[src/rtl/fetch_queue.sv]
// Instruction prefetch FIFO between the imem output register and decode; flush on redirect.
// Optional macro FQ_BYPASS_EN adds a zero-latency path from fetch to decode when the queue is empty.
module fetch_queue #(
  parameter int PC_W  = 32,
  parameter int IW    = 32,
  parameter int DEPTH = 4,
  parameter int CNT_W = 3
) (
  input  logic             fq_clk,
  input  logic             fq_rst,
  input  logic             fq_i_ce,
  input  logic [PC_W-1:0]  fq_i_pc,
  input  logic [IW-1:0]    fq_i_instr,
  output logic             fq_o_ready,
  input  logic             fq_i_stall,
  input  logic             fq_i_flush,
  output logic             fq_o_ce,
  output logic [PC_W-1:0]  fq_o_pc,
  output logic [IW-1:0]    fq_o_instr,
  output logic [CNT_W-1:0] fq_o_count,
  output logic             fq_o_overflow
);

  localparam int PTR_W = $clog2(DEPTH);
  localparam logic [CNT_W-1:0] FULL_CNT = CNT_W'(DEPTH);

  logic [PC_W-1:0]  mem_pc    [DEPTH];
  logic [IW-1:0]    mem_instr [DEPTH];
  logic [PTR_W-1:0] wr_ptr;
  logic [PTR_W-1:0] rd_ptr;
  logic [CNT_W-1:0] count;
  logic [CNT_W-1:0] count_nxt;
  logic             overflow;
  logic             full;
  logic             empty;
  logic             push;
  logic             bypass;
  logic             wr_en;
  logic             rd_en;

  assign full  = (count == FULL_CNT);
  assign empty = (count == {CNT_W{1'b0}});
  assign push  = fq_i_ce & ~full;

`ifdef FQ_BYPASS_EN
  assign bypass = empty & ~fq_i_flush & fq_i_ce;
`else
  assign bypass = 1'b0;
`endif

  // A bypassed word taken by an unstalled decode never touches storage.
  assign wr_en = push & ~fq_i_flush & ~(bypass & ~fq_i_stall);
  assign rd_en = ~empty & ~fq_i_stall & ~fq_i_flush;

  // Occupancy next-state: flush wins, otherwise net of write and read.
  always_comb begin
    count_nxt = count;
    if (fq_i_flush) begin
      count_nxt = {CNT_W{1'b0}};
    end else begin
      case ({wr_en, rd_en})
        2'b10:   count_nxt = count + CNT_W'(1);
        2'b01:   count_nxt = count - CNT_W'(1);
        default: count_nxt = count;
      endcase
    end
  end

  // Control state: pointers, occupancy and sticky overflow.
  always_ff @(posedge fq_clk or posedge fq_rst) begin
    if (fq_rst) begin
      wr_ptr   <= {PTR_W{1'b0}};
      rd_ptr   <= {PTR_W{1'b0}};
      count    <= {CNT_W{1'b0}};
      overflow <= 1'b0;
    end else begin
      count    <= count_nxt;
      overflow <= overflow | (fq_i_ce & full & ~fq_i_flush);
      if (fq_i_flush) begin
        wr_ptr <= {PTR_W{1'b0}};
        rd_ptr <= {PTR_W{1'b0}};
      end else begin
        if (wr_en) wr_ptr <= wr_ptr + PTR_W'(1);
        if (rd_en) rd_ptr <= rd_ptr + PTR_W'(1);
      end
    end
  end

  // Entry storage; contents are don't-care until written.
  always_ff @(posedge fq_clk) begin
    if (wr_en) begin
      mem_pc[wr_ptr]    <= fq_i_pc;
      mem_instr[wr_ptr] <= fq_i_instr;
    end
  end

  // Head presentation toward decode.
  always_comb begin
    fq_o_ce    = ~empty | bypass;
    fq_o_pc    = {PC_W{1'b0}};
    fq_o_instr = {IW{1'b0}};
    if (!empty) begin
      fq_o_pc    = mem_pc[rd_ptr];
      fq_o_instr = mem_instr[rd_ptr];
    end else if (bypass) begin
      fq_o_pc    = fq_i_pc;
      fq_o_instr = fq_i_instr;
    end else begin
      fq_o_pc    = {PC_W{1'b0}};
      fq_o_instr = {IW{1'b0}};
    end
  end

  assign fq_o_ready    = ~full;
  assign fq_o_count    = count;
  assign fq_o_overflow = overflow;

endmodule

[config.mk]
export PLATFORM = sky130hd
export DESIGN_NAME = fetch_queue
export DESIGN_NICKNAME = d
export VERILOG_FILES = /design/src/rtl/fetch_queue.sv
export SDC_FILE = /design/constraint.sdc
export NUM_CORES = 1
export LEC_CHECK = 0
export CAP_MARGIN = 20
export CORE_MARGIN = 2
export CORE_UTILIZATION = 40
export DETAILED_ROUTE_END_ITERATION = 7
export PLACE_DENSITY = 0.62
export SKIP_LAST_GASP = 1
export SYNTH_ARGS = -nofsm -noshare
export SYNTH_HDL_FRONTEND = slang
export SYNTH_SLANG_ARGS = --single-unit
[constraint.sdc]
create_clock -name fq_clk -period 3 [get_ports fq_clk]
set_clock_uncertainty 0.1 [all_clocks]
set_input_delay 0.45 -clock fq_clk [delete_from_list [all_inputs] [get_ports fq_clk]]
set_output_delay 0.45 -clock fq_clk [all_outputs]
set_load 0.02 [all_outputs]
==> summary.md, run 1 <==
| Metric | Value |
|---|---|
| Status | completed |
| Final WL | 21300 µm |
| WHS | 0.101 ns |
| First-pass GRT wire length | just over 30000 µm |
| Reg power frac | 48.1% |
| Largest area contributor in the netlist | edfxtp_1 |
| CTS root buffer | clkbuf_16 |
| Crit path kind | flop to output port |
| GRT overflow | 0 |
| CTS tree | done |
| Synth top area cells | edfxtp_1, mux4_2, and2_1 |
| Filler cells | between 1500 and 2000 |
| GPL Wtd Cong | 0.741 |
| Crit-path max FO | 14 |
| Post-synthesis mux area share | between 10% and 20% |
| Setup violation total in the final timing report | 0 |
| Final nets | about 700 |
| Clk Latency, worst-skew pair | 0.51 ns |
| Power Total | 0.00878 W |
| Fmax | 338 MHz |
| Die Ht | 164 µm |
| Comb pwr share | 13.2% |
| TritonCTS Buffers | 27 |
| Synth top cells by count | edfxtp_1, and2_1, mux4_2, clkbuf_1, dfrtp_1 |
| Fin area | 0.0134 mm² |
| Drt via density | 5.13 |
| Share of cells above drive strength 1 | 22.3% |
| Die X | between 150 and 200 µm |
| Mapped cell area | 0.0103 mm² |
| Die area | 0.0269 mm² |
| DRT antenna net count | 0 |
| Synth Area in XOR/XNOR | 0.171% |
| Final hold vios | 0 |
| Pin count of the biggest net entering global routing | 42 |
| Residual DRC count | 0 |
| Cell depth of the worst flop-to-flop path | 6 |
| Clk pwr share | 38.7% |
| Syn Area/Cell | 21.8 µm² |
| Initial antenna violation count | 0 |
| Worst Path Arrival | 2.41 ns |
| H-tree levels | 1 |
| Drt first pass iters | 5 |
| Sink Count | between 200 and 300 |
| Net switching fraction of the power | 22.2% |
| Gr usage total | 15.4% |
| Power density cells | 657 mW/mm² |
| Top FF cell, synth | edfxtp_1 |
| Fin crit share | between 90 and 100% |
| Power Internal | a little under 0.007 W |
| Area grow syn2layout | 30.4% |
| Minimum clock period | slightly below 3 ns |
| Crit end category | output port |
| Sw power | 0.00195 W |
| Slew @ Worst Pin | 0.414 ns |
| Main combinational cell family by area after synthesis | multiplexers |
| I/O pins | ~140 |
| Synthesized flop and latch total | 264 |
| Max-Slew Margin vs Limit | 72.4% |
| Netlist cell types | 30 |
| Post-DP Area | roughly 0.012 mm² |
| Post-synth EDFFs | 256 |
| Startpoint types | flop |
| PortBufs | 138 |
| Clock Path Buffers | 3 |
| Path category of the worst min-delay check | input port to asynchronous set/reset pin |
| Leak Pwr | 5.28 nW |
| Starting DRT DRC Count | 313 |
| Max rail drop VDD | 495 µV |
| Asr flop ratio synth | 3.03% |
| Initial Util | between 40 and 50% |
| Register area share after synthesis | approximately three quarters |
| Routed vias | 5108 |
| Post-synth top area share | between 70% and 80% |
| Hold_buf cts | 0 |
| Max-cap violation count | 0 |
| Required @ worst endpoint | about 2.5 ns |
| Max Slew Vio Count | 0 |
| Gate Count Post-Synth | 471 |
| Post-DP HPWL | 12300 µm |
| RSZ-0062 raised after global routing | true |
| Synth Area in Compound Gates | 0.915% |
| Vias in the first global route | 5413 |
| Synth Area in Simple Gates | under 10% |
| Core ar. | 0.0252 mm² |
| Reg clk slew, reported paths | 0.06 ns |
| Routed WL per cell | 21.4 µm |
| Most frequent cell after synthesis | edfxtp_1 |
| Fraction of the mapped netlist area in adder cells | less than 1% |
| Fin util | between 50 and 60% |
| Placement Rows | 58 |
| Synth warn | 0 |
| Syn Nets | 545 |
layout make-up:
| cell class | count | area, µm² | area share [%] |
|---|---|---|---|
| clock buffer | 27 | 676 | 5.05 |
| inverter | 7 | 26.3 | 0.197 |
| clock inverter | 22 | 236 | 1.77 |
| sequential | 264 | 7900 | 59.1 |
| multi-input combinational | 175 | 2180 | 16.3 |
| antenna | 1 | 2.50 | 0.0187 |
| timing repair buffer | 169 | 1940 | 14.5 |
| tap | 330 | 413 | 3.09 |
critical path, stage by stage (launching register included):
cell            delay [ns]
dfrtp_4               0.49
buf_4                 0.17
buf_4                 0.13
buf_16                0.17
mux4_2                0.52
and2_1                0.20
dlymetal6s2s_1        0.21
routing by layer:
| layer | share of wire (%) | up-vias | wire (µm) | GRT usage, % |
|---|---|---|---|---|
| met5 | 0 | - | 0 | 0 |
| met3 | 5.6 | 32 | 1200 | 3.01 |
| met1 | 44 | 2673 | 9270 | 21.3 |
| li1 | - | 2251 | - | - |
| met2 | 49 | 152 | 10400 | 25.0 |
| met4 | 1.8 | 0 | 384 | 4.39 |
flip-flops by register name (all words and copies together) (netlist names):
name and count:
mem_pc 128, mem_instr 128, wr_ptr 2, rd_ptr 2, fq_o_overflow 1, fq_o_count 3
worst paths after layout:
kind / from / slack (ns) / endpoint
setup / recovery: rd_ptr[0] / 0.04 / fq_o_pc[31]
hold / removal: fq_rst / 0.10 / rd_ptr[1]
setup reg to reg: fq_o_count[1] / 0.85 / fq_o_count[2]
hold reg to reg: fq_o_overflow / 0.41 / fq_o_overflow
max in group asynchronous: fq_rst / 2.43 / rd_ptr[0]
min in group fq_clk: fq_o_overflow / 0.41 / fq_o_overflow
logic make-up after synthesis:
kind of cell | count (synthesis)
multiplexers | 64
buffers and inverters | 32
flip-flops | 264
AO/OA/AOI/OAI | 14
XOR/XNOR | 2
AND/OR/NAND/NOR | 90
adder cells (fa/ha/maj) | 5
power groups by stage:
stage / logic, W / registers [W] / clock network [W]
floorplan: 0.000619 / 0.00429 / 0
global placement: 0.00113 / 0.00429 / 0
detailed placement: 0.00114 / 0.00430 / 0
CTS: 0.00117 / 0.00422 / 0.00348
global route: 0.00125 / 0.00423 / 0.00362
finish: 0.00116 / 0.00422 / 0.00340
cell usage in the layout (no fill, tap or decap), types with 3 or more instances in the layout:
cell type        Yosys  layout
edfxtp_1           256     256
clkdlybuf4s50_1      0      74
mux4_2              64      64
and2_1              68      64
dlymetal6s2s_1       0      63
clkbuf_16            0      30
buf_4                0      20
clkinv_2             0       8
inv_1                7       6
a21oi_1              6       6
clkinv_1             0       6
nor2_1               5       5
nand2_1              5       5
bufinv_16            0       5
and2_4               0       4
ha_1                 4       4
dfrtp_1              8       4
buf_12               4       4
nand2b_1             3       3
buf_16               0       3
per-stage QoR:
stage                     setup TNS [ns]  setup slack [ns]  cells
after floorplan                        0             0.664    471
after global placement                 0             0.319    935
after detailed placement               0             0.255    935
after CTS                          -5.25            -0.144    985
after global routing              -0.149           -0.0266    994
final                                  0            0.0447    995
repair_timing:
action	in CTS	in global routing
setup endpoints to repair	64	63
setup buffers	0	6
gates cloned	1	3
resized for setup	5	66
(Power assumes the default switching activity.)
==> run 2: changes to the inputs <==
--- a/config.mk
+++ b/config.mk
@@ -6,10 +6,12 @@
 export NUM_CORES = 1
 export LEC_CHECK = 0
 export CAP_MARGIN = 20
+export CELL_PAD_IN_SITES_DETAIL_PLACEMENT = 0
+export CELL_PAD_IN_SITES_GLOBAL_PLACEMENT = 1
 export CORE_MARGIN = 2
-export CORE_UTILIZATION = 40
+export CORE_UTILIZATION = 43
 export DETAILED_ROUTE_END_ITERATION = 7
-export PLACE_DENSITY = 0.62
+export PLACE_DENSITY = 0.74
 export SKIP_LAST_GASP = 1
 export SYNTH_ARGS = -nofsm -noshare
 export SYNTH_HDL_FRONTEND = slang
==> run 2 against run 1 <==
Power is 0.77% lower. Clock power hardly changed. Cell count is 1.8% lower. Via count is 1.8% lower. Hold slack worse by 0.010 ns. Die area is 6.8% lower. Core utilization is 2.7 points higher. Routed wire length is 7.9% lower. Setup slack better by 0.10 ns. Sequential share of layout area is 1.2 points higher. Flip-flop and latch count stayed put. Fmax is 3.5% higher. Largest cell class unchanged. Largest power group unchanged.
==> summary.md, run 2 (synthesis gave the netlist of run 1 again) <==
| Metric | Value |
|---|---|
| Filler cells | roughly 1800 |
| I/O pins | around 140 |
| Most frequent cells in the layout | edfxtp_1, clkdlybuf4s50_1, mux4_2, and2_1, dlygate4sd2_1 |
| Max-Slew Margin vs Limit | 72.7% |
| Cell depth of the worst flop-to-flop path | 7 |
| Sink Count | approximately 260 |
| Place WS | 0.292 ns |
| Crit end category | output port |
| Power density cells | 665 mW/mm² |
| Minimum clock period | 2.86 ns |
| Reg-to-Reg End | fq_o_count[2] |
| Worst Path Arrival | 2.31 ns |
| Max rail drop VDD | between 300 and 400 µV |
| Die X | approximately 160 µm |
| Drt first pass iters | 4 |
| Clock Path Buffers | 3 |
| CTS tree | done |
| Fin crit share | 95.2% |
| Leak Pwr | between 4 and 5 nW |
| Reg clk slew, reported paths | roughly 0.060 ns |
| Crit-path max FO | 17 |
| Required @ worst endpoint | 2.45 ns |
| Core ar. | approximately 0.023 mm² |
| Area grow syn2layout | 27.8% |
| CTS root buffer | clkbuf_16 |
| Die area | roughly 0.025 mm² |
| GRT overflow | 0 |
| Most common cell on crit path | buf_12 |
| Worst r2r src | fq_o_count[1] |
| Routed WL per cell | approximately 20 µm |
| Final hold vios | 0 |
| GPL Wtd Cong | 0.706 |
| Routed vias | 5017 |
| Most common cell after layout, fill and taps aside | edfxtp_1 |
| Pin count of the biggest net entering global routing | approximately 40 |
| Crit path kind | flop to output port |
| Worst Slack Setup Final | between 0.1 and 0.15 ns |
| Power Total | 0.00872 W |
| Die Ht | 158 µm |
| H-tree levels | 1 |
| Post-DP HPWL | ~12000 µm |
| Max-cap violation count | 0 |
| Status | completed |
| ANT cells | 0 |
| First-pass GRT wire length | 30400 µm |
| Max Slew Vio Count | 0 |
| DRT antenna net count | 0 |
| Vias in the first global route | 5553 |
| Residual DRC count | 0 |
| RSZ-0062 raised after global routing | false |
| Initial antenna violation count | 1 |
| Initial Util | between 40% and 50% |
| Final nets | 712 |
| Share of cells above drive strength 1 | 21.1% |
| Worst path slowest cell | mux4_2 |
| Setup slack, reg-to-reg | 0.78 ns |
| Final WL | 19600 µm |
| Starting DRT DRC Count | roughly 270 |
| Gr usage total | 16.1% |
| CP peak stage delay | around 0.52 ns |
| Slew @ Worst Pin | 0.408 ns |
| TritonCTS Buffers | 26 |
| Fmax | ~350 MHz |
| Clk Latency, worst-skew pair | 0.51 ns |
| Drt via density | between 5 and 6 |
| Critical-path cell list | buf_12 > buf_12 > mux4_2 > and2_1 > dlygate4sd2_1 |
| Path category of the worst min-delay check | input port to asynchronous set/reset pin |
| Setup violation total in the final timing report | 0 |
| PortBufs | 138 |
| Startpoint types | flop |
| Placement Rows | 56 |
-- run 2: worst max-delay path by stage --
stage / startpoint / endpoint / slack (ns) / cells past startpoint
floorplan: fq_i_ce / mem_instr[0][0] / 0.66 / 4
global placement: rd_ptr[0] / fq_o_instr[18] / 0.30 / 4
detailed placement: rd_ptr[0] / fq_o_instr[20] / 0.29 / 4
CTS: rd_ptr[0] / fq_o_instr[20] / -0.1 / 5
global route: rd_ptr[0] / fq_o_pc[13] / 0.05 / 5
finish: rd_ptr[0] / fq_o_pc[13] / 0.14 / 5
-- run 2: layout make-up --
| type | instances | area (µm²) | share of cell area, % |
|---|---|---|---|
| tap | 319 | 399 | 3.05 |
| clock inverter | 10 | 173 | 1.32 |
| multi-input combinational | 175 | 2180 | 16.6 |
| sequential | 264 | 7900 | 60.3 |
| timing repair buffer | 164 | 1690 | 12.9 |
| inverter | 7 | 26.3 | 0.200 |
| clock buffer | 38 | 747 | 5.70 |
-- run 2: power breakdown --
group          total, W  internal, W  switching (W)
Sequential      0.00422      0.00418      0.0000373
Combinational   0.00109     0.000526       0.000562
Clock           0.00341      0.00215        0.00126
-- run 2: per-stage QoR --
stage / TNS [ns] / hold WS, ns / instances / cell area [µm²] / util [%]
6_report: 0 / 0.0906 / 977 / 13100 / 55.8
4_1_cts: -0.139 / 0.0795 / 977 / 13100 / 55.8
3_3_place_gp: 0 / 0.363 / 922 / 12200 / 51.8
3_5_place_dp: 0 / 0.379 / 922 / 12200 / 51.8
2_1_floorplan: 0 / 0.166 / 471 / 10300 / -
5_1_grt: 0 / 0.116 / 977 / 13100 / 55.8
-- run 2: worst max-delay path: cells and delay by family (launching register included) --
| family | cells | cell delay [ns] |
|---|---|---|
| buffers and inverters | 3 | 0.64 |
| multiplexers | 1 | 0.52 |
| AND/OR/NAND/NOR | 1 | 0.19 |
| flip-flops | 1 | 0.44 |
-- run 2: timing repair --
action	4_1_cts	5_1_grt
resized for setup	59	9
hold buffers	0	0
buffers inserted	7	0
setup endpoints to repair	63	6
-- run 2: metal layers --
metal	GRT usage (%)	routed length [µm]	up-vias
met2	28.4	10000	137
met3	2.94	1130	27
li1	-	-	2236
met4	3.69	276	0
met1	21.0	8150	2617
met5	0	0	-
